--- src/rtl/axis_rr_packet_arbiter.sv ---
// Four-input AXI4-Stream packet arbiter with round-robin priority.
// A winner owns the registered output until its tlast beat is accepted.
module axis_rr_packet_arbiter #(
    parameter int unsigned C_AXIS_TDATA_WIDTH = 32
) (
    input  logic                              axis_aclk,
    input  logic                              axis_aresetn,
    input  logic [3:0]                        port_enable,

    input  logic [C_AXIS_TDATA_WIDTH-1:0]     s00_axis_tdata,
    input  logic [C_AXIS_TDATA_WIDTH/8-1:0]   s00_axis_tstrb,
    input  logic                              s00_axis_tvalid,
    output logic                              s00_axis_tready,
    input  logic                              s00_axis_tlast,

    input  logic [C_AXIS_TDATA_WIDTH-1:0]     s01_axis_tdata,
    input  logic [C_AXIS_TDATA_WIDTH/8-1:0]   s01_axis_tstrb,
    input  logic                              s01_axis_tvalid,
    output logic                              s01_axis_tready,
    input  logic                              s01_axis_tlast,

    input  logic [C_AXIS_TDATA_WIDTH-1:0]     s02_axis_tdata,
    input  logic [C_AXIS_TDATA_WIDTH/8-1:0]   s02_axis_tstrb,
    input  logic                              s02_axis_tvalid,
    output logic                              s02_axis_tready,
    input  logic                              s02_axis_tlast,

    input  logic [C_AXIS_TDATA_WIDTH-1:0]     s03_axis_tdata,
    input  logic [C_AXIS_TDATA_WIDTH/8-1:0]   s03_axis_tstrb,
    input  logic                              s03_axis_tvalid,
    output logic                              s03_axis_tready,
    input  logic                              s03_axis_tlast,

    output logic [C_AXIS_TDATA_WIDTH-1:0]     m00_axis_tdata,
    output logic [C_AXIS_TDATA_WIDTH/8-1:0]   m00_axis_tstrb,
    output logic                              m00_axis_tvalid,
    input  logic                              m00_axis_tready,
    output logic                              m00_axis_tlast,

    output logic [3:0]                        grant,
    output logic                              busy
);

    localparam int unsigned DATA_W    = C_AXIS_TDATA_WIDTH;
    localparam int unsigned STRB_W    = C_AXIS_TDATA_WIDTH / 8;
    localparam int unsigned BEAT_W    = DATA_W + STRB_W + 1;
    localparam int unsigned NUM_PORTS = 4;
    localparam int unsigned IDX_W     = 2;

    localparam logic [0:0] ST_IDLE = 1'b0;
    localparam logic [0:0] ST_XFER = 1'b1;

    logic [0:0]           state_q, state_d;
    logic [NUM_PORTS-1:0] grant_d;
    logic                 busy_d;
    logic [IDX_W-1:0]     last_ptr_q, last_ptr_d;
    logic                 out_valid_d;
    logic [BEAT_W-1:0]    out_beat_d;

    logic [BEAT_W-1:0]    s_beat [NUM_PORTS];
    logic [NUM_PORTS-1:0] s_valid;
    logic [NUM_PORTS-1:0] s_ready;
    logic [NUM_PORTS-1:0] req_c;
    logic [IDX_W-1:0]     scan_idx_c;
    logic [IDX_W-1:0]     win_idx_c;
    logic                 win_found_c;
    logic [IDX_W-1:0]     own_idx_c;
    logic                 out_ready_c;
    logic                 accept_c;
    logic [BEAT_W-1:0]    sel_beat_c;
    logic                 sel_last_c;

    // Gather slave ports into indexable form; beat = {tlast, tstrb, tdata}
    assign s_beat[0] = {s00_axis_tlast, s00_axis_tstrb, s00_axis_tdata};
    assign s_beat[1] = {s01_axis_tlast, s01_axis_tstrb, s01_axis_tdata};
    assign s_beat[2] = {s02_axis_tlast, s02_axis_tstrb, s02_axis_tdata};
    assign s_beat[3] = {s03_axis_tlast, s03_axis_tstrb, s03_axis_tdata};
    assign s_valid   = {s03_axis_tvalid, s02_axis_tvalid, s01_axis_tvalid, s00_axis_tvalid};
    assign req_c     = port_enable & s_valid;

    // Output register can take a beat when empty or draining this cycle
    assign out_ready_c = m00_axis_tready | ~m00_axis_tvalid;
    assign s_ready     = grant & {NUM_PORTS{out_ready_c}};
    assign accept_c    = |(s_valid & s_ready);

    assign s00_axis_tready = s_ready[0];
    assign s01_axis_tready = s_ready[1];
    assign s02_axis_tready = s_ready[2];
    assign s03_axis_tready = s_ready[3];

    // Round-robin pick: first request scanning upward from last_ptr+1
    always_comb begin
        win_found_c = 1'b0;
        win_idx_c   = '0;
        scan_idx_c  = '0;
        for (int k = 1; k <= NUM_PORTS; k++) begin
            scan_idx_c = last_ptr_q + IDX_W'(k);
            if (!win_found_c && req_c[scan_idx_c]) begin
                win_found_c = 1'b1;
                win_idx_c   = scan_idx_c;
            end
        end
    end

    // Encode the one-hot grant into the owner's index
    always_comb begin
        own_idx_c = '0;
        for (int i = 0; i < NUM_PORTS; i++) begin
            if (grant[i]) begin
                own_idx_c = IDX_W'(i);
            end
        end
    end

    assign sel_beat_c = s_beat[own_idx_c];
    assign sel_last_c = sel_beat_c[BEAT_W-1];

    // Next state, grant bookkeeping and output register load
    always_comb begin
        state_d     = state_q;
        grant_d     = grant;
        busy_d      = busy;
        last_ptr_d  = last_ptr_q;
        out_valid_d = m00_axis_tvalid;
        out_beat_d  = {m00_axis_tlast, m00_axis_tstrb, m00_axis_tdata};

        if (accept_c) begin
            out_valid_d = 1'b1;
            out_beat_d  = sel_beat_c;
        end else if (m00_axis_tready) begin
            out_valid_d = 1'b0;
        end

        case (state_q)
            ST_IDLE: begin
                if (win_found_c) begin
                    state_d = ST_XFER;
                    grant_d = NUM_PORTS'(1) << win_idx_c;
                    busy_d  = 1'b1;
                end
            end
            ST_XFER: begin
                if (accept_c && sel_last_c) begin
                    state_d    = ST_IDLE;
                    grant_d    = '0;
                    busy_d     = 1'b0;
                    last_ptr_d = own_idx_c;
                end
            end
            default: state_d = ST_IDLE;
        endcase
    end

    // State and output registers, synchronous active-low reset
    always_ff @(posedge axis_aclk) begin
        if (!axis_aresetn) begin
            state_q         <= ST_IDLE;
            grant           <= '0;
            busy            <= 1'b0;
            last_ptr_q      <= IDX_W'(3);
            m00_axis_tvalid <= 1'b0;
            m00_axis_tdata  <= '0;
            m00_axis_tstrb  <= '0;
            m00_axis_tlast  <= 1'b0;
        end else begin
            state_q         <= state_d;
            grant           <= grant_d;
            busy            <= busy_d;
            last_ptr_q      <= last_ptr_d;
            m00_axis_tvalid <= out_valid_d;
            {m00_axis_tlast, m00_axis_tstrb, m00_axis_tdata} <= out_beat_d;
        end
    end

endmodule
--- config.mk ---
export PLATFORM = sky130hd
export DESIGN_NAME = axis_rr_packet_arbiter
export DESIGN_NICKNAME = d
export VERILOG_FILES = /design/src/rtl/axis_rr_packet_arbiter.sv
export SDC_FILE = /design/constraint.sdc
export NUM_CORES = 1
export LEC_CHECK = 0
export BUFFER_PORTS_ARGS = -buffer_cell sky130_fd_sc_hd__buf_4
export CORE_ASPECT_RATIO = 0.75
export CORE_MARGIN = 1.5
export CORE_UTILIZATION = 37
export CTS_CLUSTER_DIAMETER = 200
export DETAILED_ROUTE_END_ITERATION = 10
export PLACE_DENSITY = 0.77
export SLEW_MARGIN = 20
export SYNTH_ARGS = -nofsm -noshare
export SYNTH_HDL_FRONTEND = slang
export SYNTH_SLANG_ARGS = --single-unit
--- constraint.sdc ---
create_clock -name axis_aclk -period 1.8 [get_ports axis_aclk]
set_clock_uncertainty 0.2 [all_clocks]
set_input_delay 0.36 -clock axis_aclk [delete_from_list [all_inputs] [get_ports axis_aclk]]
set_output_delay 0.36 -clock axis_aclk [all_outputs]
set_load 0.02 [all_outputs]
Word level (Yosys, flattened, before mapping) --
Cells that the tools add are included. W data, S select, Z words.
Storage, ports and cells: output and inout port bits 47, bits of input ports 159, register bits after elaboration 46
Cells by class: eq/ne operators 2, reduce and logical (&&, ||, !) cells 11, $lt $le $gt $ge 5, mux-type cells 33, add/sub/neg operators 3, shift operators 1, bitwise gates (word level) 7
Operator list (count):
- $bmux W37 S2 | 1
- $mux W37 | 2
- $mux W1 | 15
- $and A4 B4 Y4 | 3
- $lt A2 B3 Y1 const B | 4
- $mux W2 | 6
- $bmux W1 S2 | 4
- $mux W4 | 2
- $pmux W4 S2 | 1
- $add A2 B2 Y2 const B | 2
- $logic_and A1 B1 Y1 | 4
- $pmux W1 S2 | 2
- $reduce_and A2 Y1 | 2
- $reduce_or A4 Y1 | 1
- $shl A1 B2 Y4 const A | 1
- $ge A3 B3 Y1 const B | 1
- $logic_not A1 Y1 | 3
- $not A2 Y3 | 1
- $add A2 B1 Y2 const B | 1
- $ne A2 B1 Y1 const B | 1
- $ne A2 B2 Y1 const B | 1
- $not A1 Y1 | 2
- $reduce_bool A2 Y1 | 1
- $or A1 B1 Y1 | 1

Depth between registers and ports, before layout --
depth in word-level cells 16, gate-level depth with buffers 7

Least setup slack after synthesis --
No wires, ideal clock.
path type reg2reg, start register grant[2], end register last_ptr_q[0], data arrival time 1.555 ns, data required time 1.477 ns, cell stages (with the launch flop) 6, period minus slack after synthesis 1.878 ns, setup time 0.123 ns, slack -0.078 ns, path buffers 1, path through dfxtp_1 > buf_4 > nor2_2 > a221o_1 > nor2_4 > mux2_1
On the way: longest elaborated chain between the ends 8
Ends and longest elaborated chain:
- from (decl) | RTL line 40 | output logic [3:0] grant,
- from (signal assigned) | RTL line 167 | grant <= grant_d;
- $mux W2 (2 in series) | RTL line 109 | if (grant[i]) begin
- $not A2 Y3 (not written as such) | RTL line 115 | assign sel_beat_c = s_beat[own_idx_c];
- $bmux W37 S2 | RTL line 115
- $mux W37 (not written as such) (2 in series) | RTL line 115
- $logic_and A1 B1 Y1 | RTL line 143 | if (accept_c && sel_last_c) begin
- $reduce_and A2 Y1 (no source line)
- to (signal assigned) | RTL line 169 | last_ptr_q <= last_ptr_d;
- to (decl) | RTL line 56 | logic [IDX_W-1:0] last_ptr_q, last_ptr_d;
Several ways; a longest one is shown, not always the timed one. The select of a mux whose other input is x is not followed. A chain may end at the register's enable or synchronous reset.

Worst setup path in the final report --
start register grant[1], end register last_ptr_q[0]
On the way: longest elaborated chain between the ends 9
Ends and longest elaborated chain (RTL line):
- $mux W1 | 109
- $mux W2 (2 in series) | 109
- $not A2 Y3 (not written as such) | 115
- $bmux W37 S2 | 115
- $mux W37 (not written as such) (2 in series) | 115
- $logic_and A1 B1 Y1 | 143
- $reduce_and A2 Y1 (no source line)
Several ways; a longest one is shown, not always the timed one. The select of a mux whose other input is x is not followed.

==> impl_summary.md <==
Die
The width of the die is between 100 and 150 um. The die is between 70 and 80 um tall. In this run the standard cell core region covers around 7400 um^2. The number of placement rows is 27.

Pin placement for this block handled 206 I/O pins. Once the floorplan was initialized, standard cells occupied slightly below 40% of the core. The floorplan step defined a die boundary enclosing just over 8000 um^2.

Final layout
With fillers left out, the area of the finished cells amounts to 4660 um^2. Measured on the finished design, the core utilization comes to 62.9%. The fraction of final layout cells sized beyond drive strength 1 is a little over two fifths. For this run, the number of standard cells in the final layout without fillers is 651. In the layout the commonest cells are 214 x sky130_fd_sc_hd__buf_4, 75 x sky130_fd_sc_hd__o21ai_0, 73 x sky130_fd_sc_hd__mux2i_1.

The net count of the finished layout is slightly above 700. The layout has 640 filler cells. Leaving out fill and tap cells, the most frequent cell in the layout is sky130_fd_sc_hd__buf_4. The number of diodes is 0.

The growth of design area from synthesis to finish is 63.2%.

STA
The count of pins over their slew limit is 0. The worst pin sits at a relative slew slack of a little over 70%. The transition at the pin with the smallest max-transition slack is just over 400 ps. Setup total negative slack on the finished layout was measured at 0 ps. The minimum period implied by the final worst setup slack is ~1800 ps. The total of endpoints with negative setup slack in the final report is 0. The period utilization is slightly below 100%. The total count of hold-check failures in the final report is 0. The tightest hold path in the finished design has a slack of 156 ps. The achievable clock frequency is 571 MHz. Setup repair after global routing could not meet its margin everywhere.

Clock tree
The H-tree was split into 2 levels. No sink is reached through more buffers than the 2 on the longest clock path. The clock transition at the registers of the reported paths is 90 ps. At the later pin of the worst-skew pair, clock insertion delay measures between 200 and 300 ps. TritonCTS built the clock tree. Counting the buffers created by CTS gives 5. The tree is rooted in a sky130_fd_sc_hd__clkbuf_8.

In this run, post-CTS hold repair placed 0 buffers. The total clock sinks is 46.

Synth
The sequential element share of the synthesized area is 32.3%. Synthesis instantiated 35 different standard cells from the library. The mapped netlist covers roughly 2900 um^2.

A synthesized cell averages between 8 and 9 um^2. The count of yosys warnings during synthesis is 0. The number of nets in the synthesized netlist is approximately 510. Counting every instance in the synthesized netlist gives 353. The number of synthesized register bits is 46.

Power and ir drop
The maximum resistive drop on vdd is approximately 0.00036 V. The sequential fraction of design power is about two fifths. The share of total power dissipated in combinational logic is between 40% and 50%.

The cell-internal power is roughly 2.1 mW. The power share of the clock group is approximately a fifth. Dividing total power by cell area gives a power density of approximately 660 nW/um^2.

The net switching component of the power is 0.998 mW. The leakage power is 2.29 nW. The fraction of power spent switching nets is between 30% and 40%.

Detailed routing
The routed design has roughly 9000 um of wire. For this run, design rule violations remaining after detail routing come to 0. Once detail routing completed, the nets flagged for antenna violations numbered 0. Detailed routing inserted a total of 3294 vias.

The detailed router finished its first iteration with 134 violations. In the final routed layout, each cell accounts on average for about 14 um. In the routed layout, each cell is associated on average with a via count of between 5 and 6. The number of iterations in the first detailed-routing pass is 4.

Flow run
Across the run, the number of max-cap violations was 0.

Placement
Routability-driven placement finished with a final weighted congestion of 0.939. The placed instances occupy a cell area of ~4500 um^2. The count of input and output buffers is just over 200. The sum of net half-perimeters after detailed placement is between 7000 and 8000 um.

Counting tap cells, the placed design contains a total of roughly 640 instances.

Global routing
The via count of the first global-routing pass is about 3.0k. The pin count of the biggest net entering global routing is 39. The overall global routing resource usage is between 20% and 30%.

The initial antenna violation count is 0. The first global-routing pass estimated approximately 14000 um of wire. After global routing the overflow that remains totals 0.

Worst hold path
The worst hold path belongs to the class primary input to flop.

Worst setup path
The worst setup path is of the flop to flop kind. Data on the critical path is required at its endpoint by 1770 ps. The signal on the critical path passes through mux2i_1 -> a221o_1 -> nor2_4 -> mux2_1. STA classifies the critical path startpoint as a flop. The combined buffer and inverter count along the critical path is 0. The endpoint type of the worst setup path is a flop.

The cell with the biggest individual delay on the critical path is sky130_fd_sc_hd__a221o_1. The signal arrival time at the worst endpoint is roughly 1700 ps. The maximum fanout count along the critical path is 6. In this design, the stage delay of the slowest critical-path cell is roughly 400 ps. Grouping stages by cell kind, the critical path spends the most delay in multiplexers.

Status
The run finished with clean final reports.
-- stage by stage --
step | setup slack (ps) | power, mW
final | 48.2 | 3.09
after floorplan | 18.8 | 1.86
after CTS | 2.27 | 3.11
after global placement | 59.2 | 2.44
after global routing | -12.8 | 3.28
after detailed placement | -0.0491 | 2.47
-- power groups by stage --
stage                     Clock [mW]  Sequential [mW]  Combinational [mW]
final                          0.637             1.21                1.24
after global routing           0.712             1.23                1.34
after CTS                      0.658             1.21                1.24
after detailed placement           0             1.23                1.24
after global placement             0             1.23                1.21
after floorplan                    0             1.37               0.499
-- worst register-to-register path, stage by stage (launching register included) --
cell and delay [ps]:
sky130_fd_sc_hd__dfxtp_4 380, sky130_fd_sc_hd__mux2i_1 120, sky130_fd_sc_hd__a221o_1 400, sky130_fd_sc_hd__nor2_4 190, sky130_fd_sc_hd__mux2_1 350
-- logic make-up after synthesis --
logic type | after synthesis | synth area share (%)
compound gates | 134 | 25.6
buf+inv | 36 | 5.79
flops | 46 | 32.3
mux | 75 | 26.4
simple gates | 62 | 9.96
-- sequential cells by signal (all words and copies together), names as in the netlist --
| register | count |
|---|---|
| m00_axis_tstrb | 4 |
| grant | 4 |
| m00_axis_tdata | 32 |
| m00_axis_tvalid | 1 |
| state_q | 1 |
| busy | 1 |
| last_ptr_q | 2 |
| m00_axis_tlast | 1 |
-- final timing paths --
path,start,end,slack (ps),cells past startpoint
setup / recovery,grant[1],last_ptr_q[0],50,4
hold / removal,s03_axis_tstrb[2],m00_axis_tstrb[2],160,3
setup reg to reg,grant[1],last_ptr_q[0],50,4
hold reg to reg,busy,busy,280,2
-- repair_timing --
item | in CTS | in global routing
hold endpoints to repair | 0 | 0
gates resized for setup | 5 | 4
setup buffers | 0 | 1
setup endpoints to repair | 3 | 4
-- synthesized netlist by cell type --
cell / n / area share (%)
sky130_fd_sc_hd__buf_6: 1 / 0.39
sky130_fd_sc_hd__dfxtp_1: 46 / 32
sky130_fd_sc_hd__inv_1: 5 / 0.66
sky130_fd_sc_hd__o21ai_0: 75 / 13
sky130_fd_sc_hd__a211o_1: 2 / 0.61
sky130_fd_sc_hd__nand2b_1: 2 / 0.44
sky130_fd_sc_hd__a21boi_0: 1 / 0.26
sky130_fd_sc_hd__a221o_1: 1 / 0.35
sky130_fd_sc_hd__inv_2: 1 / 0.13
sky130_fd_sc_hd__mux2i_1: 73 / 26
sky130_fd_sc_hd__nor3b_1: 1 / 0.26
sky130_fd_sc_hd__and3_1: 1 / 0.22
sky130_fd_sc_hd__mux2_2: 1 / 0.39
sky130_fd_sc_hd__a21o_1: 1 / 0.26
sky130_fd_sc_hd__buf_4: 2 / 0.53
sky130_fd_sc_hd__o32ai_1: 4 / 1.2
sky130_fd_sc_hd__o21a_1: 2 / 0.53
sky130_fd_sc_hd__nor2b_1: 2 / 0.44
sky130_fd_sc_hd__buf_2: 12 / 2.1
sky130_fd_sc_hd__nand2_1: 40 / 5.3
sky130_fd_sc_hd__nor2_1: 4 / 0.53
sky130_fd_sc_hd__a31oi_1: 2 / 0.44
sky130_fd_sc_hd__nand3_1: 5 / 0.88
sky130_fd_sc_hd__and3b_1: 1 / 0.31
sky130_fd_sc_hd__nor2_2: 1 / 0.22
sky130_fd_sc_hd__o31a_1: 1 / 0.31
sky130_fd_sc_hd__clkbuf_1: 15 / 2.0
sky130_fd_sc_hd__a22oi_1: 4 / 1.1
sky130_fd_sc_hd__mux2_1: 1 / 0.39
sky130_fd_sc_hd__and2_1: 2 / 0.44
sky130_fd_sc_hd__o211a_1: 1 / 0.35
sky130_fd_sc_hd__nand3b_1: 1 / 0.26
sky130_fd_sc_hd__nor2_4: 1 / 0.39
sky130_fd_sc_hd__a21oi_1: 40 / 7.0
sky130_fd_sc_hd__nand4b_1: 1 / 0.31
-- layout make-up --
type	instances	area, um^2	area share, %
sequential	46	930	20.0
tap	101	126	2.71
inverter	6	22.5	0.484
timing repair buffer	219	1700	36.5
multi-input combinational	271	1790	38.3
clock buffer	7	86.3	1.85
clock inverter	1	5.00	0.107
-- layer usage --
metal	vias to the layer above	track usage [%]	share of wire (%)
li1	1670	-	-
met1	1465	24.8	41
met2	147	37.7	49
met3	12	6.65	9.1
met4	0	4.72	0.78
met5	-	0	0
(Power assumes the default switching activity.)
